==> config.mk <==
export PLATFORM = sky130hd
export DESIGN_NAME = channel_integrator
export DESIGN_NICKNAME = d
export VERILOG_FILES = /design/src/rtl/integrator_pkg.sv /design/src/rtl/sat_step.sv /design/src/rtl/channel_integrator.sv
export SDC_FILE = /design/constraint.sdc
export NUM_CORES = 1
export LEC_CHECK = 0
export CAP_MARGIN = 20
export CORE_UTILIZATION = 40
export CTS_CLUSTER_SIZE = 16
export DETAILED_ROUTE_END_ITERATION = 8
export MAX_ROUTING_LAYER = met4
export PLACE_DENSITY = 0.79
export RECOVER_POWER = 50
export SETUP_SLACK_MARGIN = 0.02
export SYNTH_ARGS = -nofsm -noshare
export SYNTH_HDL_FRONTEND = slang
export SYNTH_SLANG_ARGS = --single-unit
==> constraint.sdc <==
create_clock -name clock -period 2 [get_ports clock]
set_clock_uncertainty 0.2 [all_clocks]
set_input_delay 0.3 -clock clock [delete_from_list [all_inputs] [get_ports clock]]
set_output_delay 0.3 -clock clock [all_outputs]
set_load 0.03 [all_outputs]
==> src/rtl/integrator_pkg.sv <==
// rtl/integrator_pkg.sv - shared types and helpers for channel_integrator
//
// Purpose : update-mode encoding and the saturation ceiling helper used by
//           the per-channel integrator and its next-state logic.
package integrator_pkg;

    // Mode encoding as driven on the mode port; the unused code 3 is
    // handled as FREEZE by the consumers.
    typedef enum logic [1:0] {
        MODE_INTEGRATE = 2'd0,
        MODE_DIRECT    = 2'd1,
        MODE_FREEZE    = 2'd2
    } mode_t;

    // All-ones value of a w-bit accumulator (2^w - 1), valid for 1 <= w <= 64.
    function automatic logic [63:0] max_level(input int unsigned w);
        return {64{1'b1}} >> (64 - w);
    endfunction

endpackage

==> src/rtl/sat_step.sv <==
// rtl/sat_step.sv - one channel's saturating accumulator next-state logic
//
// Purpose : computes the next accumulator value for one channel from the
//           captured sample bit, mode and steps; purely combinational.
// Ports   : acc       in  W  current accumulator
//           sample    in  1  captured sample bit for this channel
//           mode      in  2  captured update mode
//           up_step   in  W  increment when sample is 1 (INTEGRATE)
//           down_step in  W  decrement when sample is 0 (INTEGRATE)
//           update    in  1  captured sample is valid
//           clear     in  1  frame clear; overrides any update
//           next      out W  next accumulator value
module sat_step
    import integrator_pkg::*;
#(
    parameter int W = 5
) (
    input  logic [W-1:0] acc,
    input  logic         sample,
    input  logic [1:0]   mode,
    input  logic [W-1:0] up_step,
    input  logic [W-1:0] down_step,
    input  logic         update,
    input  logic         clear,
    output logic [W-1:0] next
);

    localparam logic [W-1:0] MAX = W'(max_level(W));

    // One extra bit catches the carry out of the add and the borrow of the
    // subtract, so saturation never sees a wrapped value.
    logic [W:0] sum;
    logic [W:0] diff;

    always_comb begin
        sum  = {1'b0, acc} + {1'b0, up_step};
        diff = {1'b0, acc} - {1'b0, down_step};
        next = acc;
        if (clear) begin
            next = '0;
        end else if (update) begin
            case (mode_t'(mode))
                MODE_INTEGRATE: begin
                    if (sample) begin
                        next = sum[W] ? MAX : sum[W-1:0];
                    end else begin
                        next = diff[W] ? '0 : diff[W-1:0];
                    end
                end
                MODE_DIRECT: next = sample ? MAX : '0;
                default:     next = acc;
            endcase
        end
    end

endmodule

==> src/rtl/channel_integrator.sv <==
// rtl/channel_integrator.sv - N-channel saturating integrator for the display path
//
// Purpose : captures one sample bit per channel, updates a saturating
//           accumulator per channel and emits left-justified, maskable,
//           blanked colour levels two cycles after the sample.
// Ports   : clock        in  1                 rising-edge clock
//           reset        in  1                 synchronous, active-high
//           in_valid     in  1                 sample strobe
//           in_bits      in  CHANNELS          sample bit per channel
//           frame_start  in  1                 frame marker (clears when enabled)
//           mode         in  2                 update mode, travels with sample
//           up_step      in  ACC_W             increment for bit=1
//           down_step    in  ACC_W             decrement for bit=0
//           chan_mask    in  CHANNELS          1 forces a channel's level to 0
//           acc_level    out CHANNELS*ACC_W    raw accumulators
//           out_valid    out 1                 out_level belongs to a sample
//           out_level    out CHANNELS*OUT_W    colour levels
module channel_integrator
    import integrator_pkg::*;
#(
    parameter int CHANNELS       = 3,
    parameter int ACC_W          = 5,
    parameter int OUT_W          = 8,
    parameter bit CLEAR_ON_FRAME = 1'b1
) (
    input  logic                      clock,
    input  logic                      reset,
    input  logic                      in_valid,
    input  logic [CHANNELS-1:0]       in_bits,
    input  logic                      frame_start,
    input  logic [1:0]                mode,
    input  logic [ACC_W-1:0]          up_step,
    input  logic [ACC_W-1:0]          down_step,
    input  logic [CHANNELS-1:0]       chan_mask,
    output logic [CHANNELS*ACC_W-1:0] acc_level,
    output logic                      out_valid,
    output logic [CHANNELS*OUT_W-1:0] out_level
);

    // Capture stage: every control input travels with its sample.
    logic                  s0_valid;
    logic [CHANNELS-1:0]   s0_bits;
    logic                  s0_frame_start;
    logic [1:0]            s0_mode;
    logic [ACC_W-1:0]      s0_up_step;
    logic [ACC_W-1:0]      s0_down_step;

    // Update stage: accumulators and the formatted level are loaded on the
    // same edge, so out_level always shows the post-update accumulator.
    logic [CHANNELS*ACC_W-1:0] acc_q;
    logic [CHANNELS*ACC_W-1:0] acc_d;
    logic                      s1_valid;
    logic [CHANNELS*OUT_W-1:0] level_q;
    logic [CHANNELS*OUT_W-1:0] level_d;

    logic frame_clear;
    assign frame_clear = CLEAR_ON_FRAME & s0_frame_start;

    for (genvar i = 0; i < CHANNELS; i++) begin : g_chan
        sat_step #(
            .W (ACC_W)
        ) u_sat_step (
            .acc       (acc_q[i*ACC_W +: ACC_W]),
            .sample    (s0_bits[i]),
            .mode      (s0_mode),
            .up_step   (s0_up_step),
            .down_step (s0_down_step),
            .update    (s0_valid),
            .clear     (frame_clear),
            .next      (acc_d[i*ACC_W +: ACC_W])
        );

        // Mask is taken live here rather than pipelined with the sample;
        // an invalid slot blanks to 0.
        assign level_d[i*OUT_W +: OUT_W] = (s0_valid && !chan_mask[i])
            ? (OUT_W'(acc_d[i*ACC_W +: ACC_W]) << (OUT_W - ACC_W))
            : '0;
    end

    always_ff @(posedge clock) begin
        if (reset) begin
            s0_valid       <= 1'b0;
            s0_bits        <= '0;
            s0_frame_start <= 1'b0;
            s0_mode        <= '0;
            s0_up_step     <= '0;
            s0_down_step   <= '0;
            acc_q          <= '0;
            s1_valid       <= 1'b0;
            level_q        <= '0;
        end else begin
            s0_valid       <= in_valid;
            s0_bits        <= in_bits;
            s0_frame_start <= frame_start;
            s0_mode        <= mode;
            s0_up_step     <= up_step;
            s0_down_step   <= down_step;
            acc_q          <= acc_d;
            s1_valid       <= s0_valid;
            level_q        <= level_d;
        end
    end

    assign acc_level = acc_q;
    assign out_valid = s1_valid;
    assign out_level = level_q;

endmodule

==> results of run 1 <==
## per-layer routing
layer / GRT usage / up-vias / routed length, um
li1: - / 1431 / -
met1: 0.297 / 1474 / 3950
met2: 0.397 / 162 / 4720
met3: 0.0480 / 37 / 698
met4: 0.0967 / 0 / 348
met5: - / - / 0
## layout make-up
class | instances | area (um^2)
Inverter | 18 | 75.1
Clock buffer | 6 | 93.8
Timing Repair Buffer | 102 | 896
Sequential cell | 48 | 1020
Tap cell | 99 | 124
Multi-Input combinational cell | 266 | 2410
Fill cell | 568 | 2670
Clock inverter | 2 | 12.5
## path summary, 6_finish.rpt
kind	start	to	slack [ps]
max reg2reg	acc_level[5]	out_level[15]	-80
max	acc_level[5]	out_level[15]	-80
min	in_bits[1]	s0_bits[1]	330
min reg2reg	frame_clear	out_level[23]	390
## kinds of logic (layout without fill, tap and decap cells)
group / after synthesis / count (layout) / synth area share
AND/OR/NAND/NOR: 107 / 107 / 0.208
AO/OA/AOI/OAI: 106 / 106 / 0.232
flip-flops: 48 / 48 / 0.317
adder cells (fa/ha/maj): 36 / 36 / 0.163
buffers and inverters: 35 / 128 / 0.0553
XOR/XNOR: 7 / 7 / 0.0202
other: 1 / 9 / 0.00124
multiplexers: 1 / 1 / 0.00330
## registers in the layout, summed over array words and instances (netlist names), 2 cells and up
name	count
s0_mode	2
acc_level	15
s0_down_step	5
out_level	15
s0_up_step	5
s0_bits	3
## cells in the mapped netlist, types with 6 or more instances
cell	n
nor3_1	12
ha_1	30
or3_1	6
a21o_1	12
nor2b_1	22
o21ai_0	7
inv_1	18
buf_4	9
nand2b_1	6
o22ai_1	13
a21oi_1	32
nand2_1	8
nor2_1	22
o21a_1	6
dfxtp_1	48
fa_1	6
## where the power goes
group | internal [uW] | total (uW) | switching (uW)
sequential | 976 | 1030 | 49.6
clock | 320 | 671 | 351
combinational | 315 | 647 | 332
## worst reg2reg max path, cell delays in order, from the launching register on
cell and delay (ps):
dfxtp_4 370, ha_4 160, fa_2 370, nor4bb_4 170, o21ai_2 150, or4b_4 490
o22ai_2 110
## what timing repair did
item | in CTS | in global routing
setup buffers | 6 | 4
hold endpoints to repair | 0 | 0
pin swaps | 34 | 36
resized for setup | 55 | 53
gates cloned | 0 | 0
endpoints found under the setup margin | 31 | 30
## through the flow
step	hold WS [ps]	TNS, ps	setup slack [ps]
after floorplan	183	-13.9	-13.9
after global placement	386	-1670	-122
after detailed placement	382	-2030	-145
after CTS	327	-256	-59.8
after global routing	334	-1320	-132
final	333	-425	-75.1
==> impl_results.md, run 1 <==
* Worst skew pair latency at 310 ps
* Iteration-0 DRC Markers at 222
* CP max stage delay at 490 ps
* Final Net Count at 499
* Worst vdd ir at 337 uV
* Pins Over Slew Limit at 0
* Failing checks: negative setup slack
* Clock buffer depth at 2
* Initial DRT Pass Iterations at 4
* RSZ-0062 raised after global routing: true
* Post-Syn Instances at 341
* Total congestion overflow at 0
* Core Area at 7290 um^2
* Global-route wire length before repair at 14100 um
* CP max FO at 3
* CP arrival at 2120 ps
* Worst slew pin tran at 569 ps
* Final Util at 0.635
* Tcrit/Tclk final at 1.04
* WP data required at 2040 ps
* TritonCTS buffer count at 5
* PortBufs at 52
* Pin count of the biggest net entering global routing at 21
* Hpwl dp at 6300 um
* Worst hold path class: in2reg
* Placed cell count at 523
* Clock transition at the registers of the reported paths at 90 ps
* Post-CTS Hold Buffers at 0
* Mapped Area at 3030 um^2
* Slew margin rel. at 0.620
* Min cycle time layout at 2080 ps
* Initial antenna violation count at 0
* Num ports at 62
* Design Area, Final at 4630 um^2
* Critical Path Stages at 6
* FF+latch count, synth at 48
* Antenna Nets Post-Route at 0
* Max capacitance violation total at 0
* H-tree levels at 2
* Reg2Reg Depth at 6
* Total track usage at 0.244
* TritonCTS clock tree: yes
* Asr flop ratio synth at 0
* Die Area at 7930 um^2
* Starting Density at 0.416
* Die W at 89.1 um
* Core Rows at 31
* Most frequent cells in the layout: 45 x buf_4, 41 x clkdlybuf4s50_1, 27 x a21oi_1, 27 x dfxtp_1
* Layout cell share with drive strength beyond 1 at 0.369
* Post-route setup slack at -75.1 ps
* ANT cells at 0
* PnR Total Power at 2340 uW
* Via count at 3104
* Total power divided by cell area at 506 nW/um^2
* Most common cell after layout, fill and taps aside: buf_4
* Clock Sink Count at 48
* Yosys cell types at 61
* Top FF cell, synth: dfxtp_1
* Yosys warnings at 0
* Final hold viol count at 0
* Final WL at 9730 um
* Startpoint Class: register
* Largest cells by area after synthesis: dfxtp_1 32%, ha_1 12%, a21oi_1 5.3%
* Crit-path leading delay family: simple AND/OR/NAND/NOR gates
* Synth top area share at 0.317
* Slowest-stage cell, CP: or4b_4
* Drt wl/cell at 18.0 um
* Syn avg cell area at 8.89 um^2
* Synth-to-layout area growth at 52.6%
* Hold depth at 2
* Crit-path cells: ha_4 > fa_2 > nor4bb_4 > o21ai_2 > or4b_4 > o22ai_2
* Seq/Total Area, Yosys at 0.317
* Vias in the first global route at 2872
* Gpl congestion at 0.918
* Crit path kind: reg2reg
* Final setup vio count at 14
* Fin cells at 541
* Outcome: finished with violations
* Yosys top cell by area: dfxtp_1
* Crit. End Element: register
* CP bufs+invs at 0
* Number of synthesized flops with an enable pin at 0
* Vias per inst at 5.74
* Leakage Power at 0.00188 uW
* Max Fclk at 482 MHz
* Placed inst area at 4010 um^2
* Root buffer cell: clkbuf_8
* Residual DRC at 0
* Die Ht at 89.1 um
Power figures use the tool's default switching activity.
==> run 2, diff against run 1 <==
PLACE_DENSITY = 0.77   (was 0.79)
clock period = 2.3 ns   (was 2 ns; I/O delays follow)
==> run 2 against run 1 <==
Sequential share of layout area up 3.0 points. Combinational power is 37% lower. Die area unchanged. Sequential cell count unchanged. Setup slack better by 170 ps. Final cell count decreased by 6.8%. Maximum frequency decreased by 6.1%. Register-to-register slack gained 170 ps. Non-clock buffer count decreased by 37. Largest cell class unchanged. Via count is 11% lower. Global-route usage fell by 2.9 points. The run now ends clean.
==> impl_results.md, run 2 (synthesis gave the netlist of run 1 again) <==
* Outcome: complete, no violations (was finished with violations)
* Global-route wire length before repair at 12500 um (was 14100 um)
* Setup slack, reg-to-reg at 90 ps (was -80 ps)
* Die W at 89.1 um (unchanged)
* Min cycle time layout at 2210 ps (was 2080 ps)
* Hpwl dp at 6020 um (was 6300 um)
* Design Area, Final at 3860 um^2 (was 4630 um^2)
* Gpl congestion at 0.962 (was 0.918)
* TritonCTS buffer count at 5 (unchanged)
* ANT cells at 0 (unchanged)
* Final Net Count at 462 (was 499)
* Tcrit/Tclk final at 0.961 (was 1.04)
* Post CTS Setup Buffer Count at 0 (was 6)
* Initial antenna violation count at 0 (unchanged)
* Worst vdd ir at 247 uV (was 337 uV)
* TritonCTS clock tree: yes (unchanged)
* CP arrival at 2220 ps (was 2120 ps)
* Iteration-0 DRC Markers at 251 (was 222)
* Die Area at 7930 um^2 (unchanged)
* Worst slew pin tran at 636 ps (was 569 ps)
* Internal power at 1370 uW (was 1610 uW)
* PnR Total Power at 1930 uW (was 2340 uW)
* Most common cell after layout, fill and taps aside: dfxtp_1 (was buf_4)
* Die Ht at 89.1 um (unchanged)
* Placed inst area at 3720 um^2 (was 4010 um^2)
* Vias in the first global route at 2697 (was 2872)
* Final WL at 7840 um (was 9730 um)
* Pins Over Slew Limit at 0 (unchanged)
* CP max FO at 5 (was 3)
* Crit. End Element: register (unchanged)
* Drt wl/cell at 15.5 um (was 18.0 um)
* HP Start: acc_level[10] (was in_bits[1])
* Most frequent cells in the layout: 45 x dfxtp_1, 32 x a21oi_1, 30 x clkdlybuf4s50_1, 29 x ha_1 (was 45 x buf_4, 41 x clkdlybuf4s50_1, 27 x a21oi_1, 27 x dfxtp_1)
* Antenna Nets Post-Route at 0 (unchanged)
* Clock transition at the registers of the reported paths at 100 ps (was 90 ps)
* H-tree levels at 2 (unchanged)
* RSZ-0062 raised after global routing: false (was true)
* Total track usage at 0.215 (was 0.244)
* Net Sw Power at 566 uW (was 732 uW)
* Switching share of power at 0.293 (was 0.312)
* Residual DRC at 0 (unchanged)
* Hold depth at 1 (was 2)
* PortBufs at 52 (unchanged)
* WP data required at 2310 ps (was 2040 ps)
* Clock buffer depth at 2 (unchanged)
* Final hold viol count at 0 (unchanged)
* Layout cell share with drive strength beyond 1 at 0.0963 (was 0.369)
* Synth-to-layout area growth at 27.2% (was 52.6%)
* Crit path kind: reg2reg (unchanged)
* Pin count of the biggest net entering global routing at 20 (was 21)
* Initial DRT Pass Iterations at 4 (unchanged)
* RR Endpoint: acc_level[13] (was out_level[15])
* Via count at 2770 (was 3104)
* Final setup vio count at 0 (was 14)
* Clk network pwr share at 0.329 (was 0.286)
* Core Rows at 31 (unchanged)
* Core Area at 7290 um^2 (unchanged)
* Worst R2R Start: s0_down_step[2] (was acc_level[5])
* Worst skew pair latency at 310 ps (about the same)
* Max Fclk at 452 MHz (was 482 MHz)
* Reg2Reg Depth at 7 (was 6)
* Clock Sink Count at 48 (unchanged)
* Combinational power share at 0.211 (was 0.276)
* Root buffer cell: clkbuf_8 (unchanged)
* Vias per inst at 5.50 (was 5.74)
* Seq pwr share at 0.460 (was 0.437)
* WHS Endpoint: out_level[19] (was s0_bits[1])
* Num ports at 62 (unchanged)
* Total congestion overflow at 0 (unchanged)
* Slew margin rel. at 0.576 (was 0.620)
* Max capacitance violation total at 0 (unchanged)
* Leakage Power at 0.00170 uW (was 0.00188 uW)
* Starting Density at 0.416 (unchanged)
* Worst hold path class: reg2reg (was in2reg)
* Total power divided by cell area at 501 nW/um^2 (was 506 nW/um^2)
* Final setup TNS at 0 ps (was -425 ps)
* Startpoint Class: register (unchanged)
* Crit path from: s0_down_step[2] (was acc_level[5])
## run 2: how the worst max path moves through the flow
stage               slack [ps]  cells after the start       endpoint
floorplan                   60                      8  out_level[23]
global placement           130                      8  out_level[23]
detailed placement         110                      8   acc_level[4]
CTS                         50                      8  out_level[23]
global route                20                      7  out_level[23]
finish                      90                      7  acc_level[13]
## run 2: routing by layer
metal / up-vias / GRT usage / part of all wire
met5: - / - / 0
met4: 0 / 0.0938 / 0.025
met3: 20 / 0.0406 / 0.073
met2: 120 / 0.341 / 0.47
met1: 1268 / 0.268 / 0.43
li1: 1362 / - / -
## run 2: timing repair
item / 4_1_cts / 5_1_grt
setup endpoints to repair: 0 / 9
hold buffers: 0 / 0
resized for setup: 0 / 11
## run 2: power by group through the flow
stage | sequential (uW) | clock (uW) | combinational, uW
after CTS | 888 | 648 | 402
after detailed placement | 907 | 0 | 398
final | 889 | 637 | 408
after global placement | 908 | 0 | 385
after floorplan | 914 | 0 | 262
after global routing | 892 | 692 | 447
## run 2: final cells by class
cell class	count	area, um^2
clock buffers	5	68.8
clock inverters	3	46.3
fillers	672	3440
inverters	18	67.6
multi-input cells	266	1960
flip-flops and latches	48	965
well taps	99	124
repair buffers	65	627
## run 2: stage by stage
| step | hold WS, ps | util | instances | setup slack (ps) |
|---|---|---|---|---|
| finish | 343 | 0.529 | 504 | 90.0 |
| global route | 371 | 0.529 | 504 | 19.4 |
| CTS | 364 | 0.525 | 504 | 54.2 |
| global placement | 344 | 0.510 | 496 | 132 |
| detailed placement | 340 | 0.510 | 496 | 108 |
| floorplan | 228 | - | 349 | 61.4 |
## run 2: critical path, cell delays in order, from the launching register on
cell and delay, ps:
dfxtp_1 320, inv_1 60, ha_1 350, and3b_1 220, or3_2 460, a31oi_1 220, o32a_1 220, nor2_1 50
==> run 3, diff against run 2 <==
ABC_AREA = 1   (was unset)
CELL_PAD_IN_SITES_DETAIL_PLACEMENT = 2   (was unset)
CELL_PAD_IN_SITES_GLOBAL_PLACEMENT = 2   (was unset)
CORE_UTILIZATION = 28   (was 40)
PLACE_DENSITY = 0.92   (was 0.77)
==> run 3 against run 2 <==
The run now ends with negative setup slack left. Total power increased by 19%. Die area is 52% higher. Synthesized area increased by 7.2%. Setup slack got worse by 160 ps. Wire length grew 93%. Synthesized cell count is 48% higher. Global-route usage is 1.3 points higher. Largest cell class unchanged. Highest routed layer unchanged.
==> impl_results.md, run 3 <==
* PortBufs at 52 (unchanged)
* Worst setup path endpoint: out_level[21] (was acc_level[13])
* CP max FO at 3 (was 5)
* Post-Syn Instances at 506 (was 341)
* Reg2Reg Depth at 11 (was 7)
* Die Ht at 110 um (was 89.1 um)
* Synth-to-layout area growth at 34.2% (was 27.2%)
* Dpl ws at -70.2 ps (was 108 ps)
* Top FF cell, synth: dfxtp_1 (unchanged)
* H-tree levels at 2 (unchanged)
* Worst slew pin tran at 572 ps (was 636 ps)
* Root buffer cell: clkbuf_16 (was clkbuf_8)
* Worst skew pair latency at 310 ps (about the same)
* Most frequent cells in the layout: 168 x nand2_1, 71 x inv_1, 68 x nor2_1, 34 x clkdlybuf4s50_1, 29 x nand3_1 (was 45 x dfxtp_1, 32 x a21oi_1, 30 x clkdlybuf4s50_1, 29 x ha_1)
* Asr flop ratio synth at 0 (unchanged)
* PnR Total Power at 2310 uW (was 1930 uW)
* Mapped Area at 3250 um^2 (was 3030 um^2)
* Max capacitance violation total at 0 (unchanged)
* GR peak layer: met2 (unchanged)
* Synth top area share at 0.296 (was 0.317)
* Clock buffer depth at 2 (unchanged)
* Vias per inst at 5.03 (was 5.50)
* M2 GR Usage at 0.403 (was 0.341)
* TritonCTS buffer count at 5 (unchanged)
* TritonCTS clock tree: yes (unchanged)
* Crit path from: s0_up_step[0] (was s0_down_step[2])
* Via count at 3553 (was 2770)
* # fillers at 1331 (was 672)
* Met3 usage at 0.0445 (was 0.0406)
* Final hold viol count at 0 (unchanged)
* FF+latch count, synth at 48 (unchanged)
* Final WL at 15100 um (was 7840 um)
* Die W at 110 um (was 89.1 um)
* Pin count of the biggest net entering global routing at 19 (was 20)
* Num ports at 62 (unchanged)
* Total power divided by cell area at 528 nW/um^2 (was 501 nW/um^2)
* Pins Over Slew Limit at 0 (unchanged)
* Clock Sink Count at 48 (unchanged)
* WP data required at 2340 ps (was 2310 ps)
* Crit path kind: reg2reg (unchanged)
* Gpl congestion at 0.883 (was 0.962)
* Count leader, synth: nand2_1 (was dfxtp_1)
* Yosys cell types at 21 (was 61)
* Failing checks: negative setup slack
* Total congestion overflow at 0 (unchanged)
* Starting Density at 0.293 (was 0.416)
* Commonest cells in the netlist: 175 x nand2_1, 77 x inv_1, 70 x nor2_1, 48 x dfxtp_1, 31 x nand3_1 (was 48 x dfxtp_1, 32 x a21oi_1, 30 x ha_1, 22 x nor2_1, 22 x nor2b_1)
* Post-synthesis mux area share at 0 (was 0.00330)
* Setup slack, reg-to-reg at -70 ps (was 90 ps)
* ANT cells at 0 (unchanged)
* Post-CTS Hold Buffers at 0 (unchanged)
* Synth Area in Adders at 0.152 (was 0.163)
* Global-route wire length before repair at 19700 um (was 12500 um)
* Layout cell share with drive strength beyond 1 at 0.166 (was 0.0963)
* Worst hold margin at 350 ps (was 343 ps)
* Die Area at 12000 um^2 (was 7930 um^2)
* Yosys top cell by area: dfxtp_1 (unchanged)
* Slew margin rel. at 0.618 (was 0.576)
* Post-synthesis compound-gate area fraction at 0.0446 (was 0.232)
* Clock transition at the registers of the reported paths at 80 ps (was 100 ps)
* Seq/Total Area, Yosys at 0.296 (was 0.317)
* Iteration-0 DRC Markers at 136 (was 251)
* Vias in the first global route at 3796 (was 2697)
* Xor-xnor portion of the synthesized cell area at 0.0135 (was 0.0202)
* Min cycle time layout at 2370 ps (was 2210 ps)
* Largest family of logic cells by synthesized area: simple AND/OR/NAND/NOR gates (was compound AO/OA/AOI/OAI gates)
* Core Area at 11100 um^2 (was 7290 um^2)
* Largest cells by area after synthesis: dfxtp_1 30%, nand2_1 20%, ha_1 12% (was dfxtp_1 32%, ha_1 12%, a21oi_1 5.3%)
* Worst vdd ir at 594 uV (was 247 uV)
* Most common cell after layout, fill and taps aside: nand2_1 (was dfxtp_1)
* Outcome: finished with violations (was complete, no violations)
* Leakage Power at 0.00220 uW (was 0.00170 uW)
* Syn avg cell area at 6.42 um^2 (was 8.89 um^2)
* CP arrival at 2410 ps (was 2220 ps)
* Antenna Nets Post-Route at 0 (unchanged)
* RSZ-0062 raised after global routing: true (was false)
* Drt wl/cell at 21.4 um (was 15.5 um)
* Number of synthesized flops with an enable pin at 0 (unchanged)
* Post-route setup slack at -71.7 ps (was 90.0 ps)
* Routing usage on met1 at 0.250 (was 0.268)
* Residual DRC at 0 (unchanged)
* Tcrit/Tclk final at 1.03 (was 0.961)
* RR Endpoint: out_level[21] (was acc_level[13])
* Startpoint Class: register (unchanged)
* Final setup TNS at -146 ps (was 0 ps)
* Hpwl dp at 10100 um (was 6020 um)
* Core Rows at 38 (was 31)
* Initial DRT Pass Iterations at 4 (unchanged)
* Final Net Count at 623 (was 462)
* Final Util at 0.394 (was 0.529)
* Worst R2R Start: s0_up_step[0] (was s0_down_step[2])
* Synth Area in Simple Gates at 0.372 (was 0.208)
* Crit. End Element: register (unchanged)
* Final setup vio count at 4 (was 0)
* Initial antenna violation count at 0 (unchanged)
* Max Fclk at 422 MHz (was 452 MHz)
* Yosys warnings at 0 (unchanged)
* Worst hold path class: in2reg (was reg2reg)
* Total track usage at 0.228 (was 0.215)
## run 3: cell types whose count changed in the layout (fill, tap and decap cells not counted), sizes merged, moves of 23 or more
cell	before	now
inv	19	79
nand2	8	175
nand3	3	34
nor2	22	73
nor2b	23	0
## run 3: report_power, final
group	switching (uW)	leakage, uW	internal [uW]	total, uW
combinational	361	0.00172	214	575
clock	386	0.0000779	443	829
sequential	45.5	0.000401	855	901
## run 3: cell families (layout without fill, tap and decap cells)
family,count (synthesis),in the layout
AOI/OAI and AO/OA,29,29
xor gates and xnor gates,5,5
adders and majority gates,36,36
buffers and inverters,94,146
DFF,48,48
other,1,9
and+or+nand+nor,293,293
## run 3: area by class of cell
| cell class | count | area (um^2) | area share |
|---|---|---|---|
| Clock buffer | 6 | 139 | 0.0318 |
| Clock inverter | 2 | 17.5 | 0.00402 |
| Inverter | 77 | 292 | 0.0668 |
| Multi-Input combinational cell | 372 | 2160 | 0.495 |
| Sequential cell | 48 | 993 | 0.228 |
| Tap cell | 140 | 175 | 0.0402 |
| Timing Repair Buffer | 61 | 588 | 0.135 |
## run 3: metrics by stage
| step | instances | area (um^2) |
|---|---|---|
| 2_1_floorplan | 514 | 3280 |
| 3_3_place_gp | 695 | 3920 |
| 3_5_place_dp | 695 | 3920 |
| 4_1_cts | 703 | 4090 |
| 5_1_grt | 706 | 4360 |
| 6_report | 706 | 4360 |
## run 3: what timing repair did
item / CTS / global route
gates resized for setup: 9 / 69
setup buffers: 0 / 3
endpoints found under the setup margin: 11 / 30
pin swaps: 1 / 12
## run 3: critical path: stages (launching register included)
cell and delay [ps]:
dfxtp_1 370, ha_2 240, fa_2 380, xor2_1 260, nor2_1 90, a21oi_1 190, nand2_1 110, nand2_1 90
nand2_1 80, nand2_1 80, nand2_1 80, nor2_1 120
## run 3: worst min path at each step
stage	start	end	depth (start not counted)
floorplan	frame_start	frame_clear	2
global placement	acc_level[0]	acc_level[0]	4
detailed placement	acc_level[0]	out_level[3]	4
CTS	down_step[3]	s0_down_step[3]	3
global route	down_step[1]	s0_down_step[1]	3
finish	down_step[1]	s0_down_step[1]	3
## run 3: routing by layer
metal  part of all wire  vias up
li1                   -     1643
met1               0.42     1757
met2               0.50      112
met3              0.045       41
met5                  0        -
met4              0.033        0
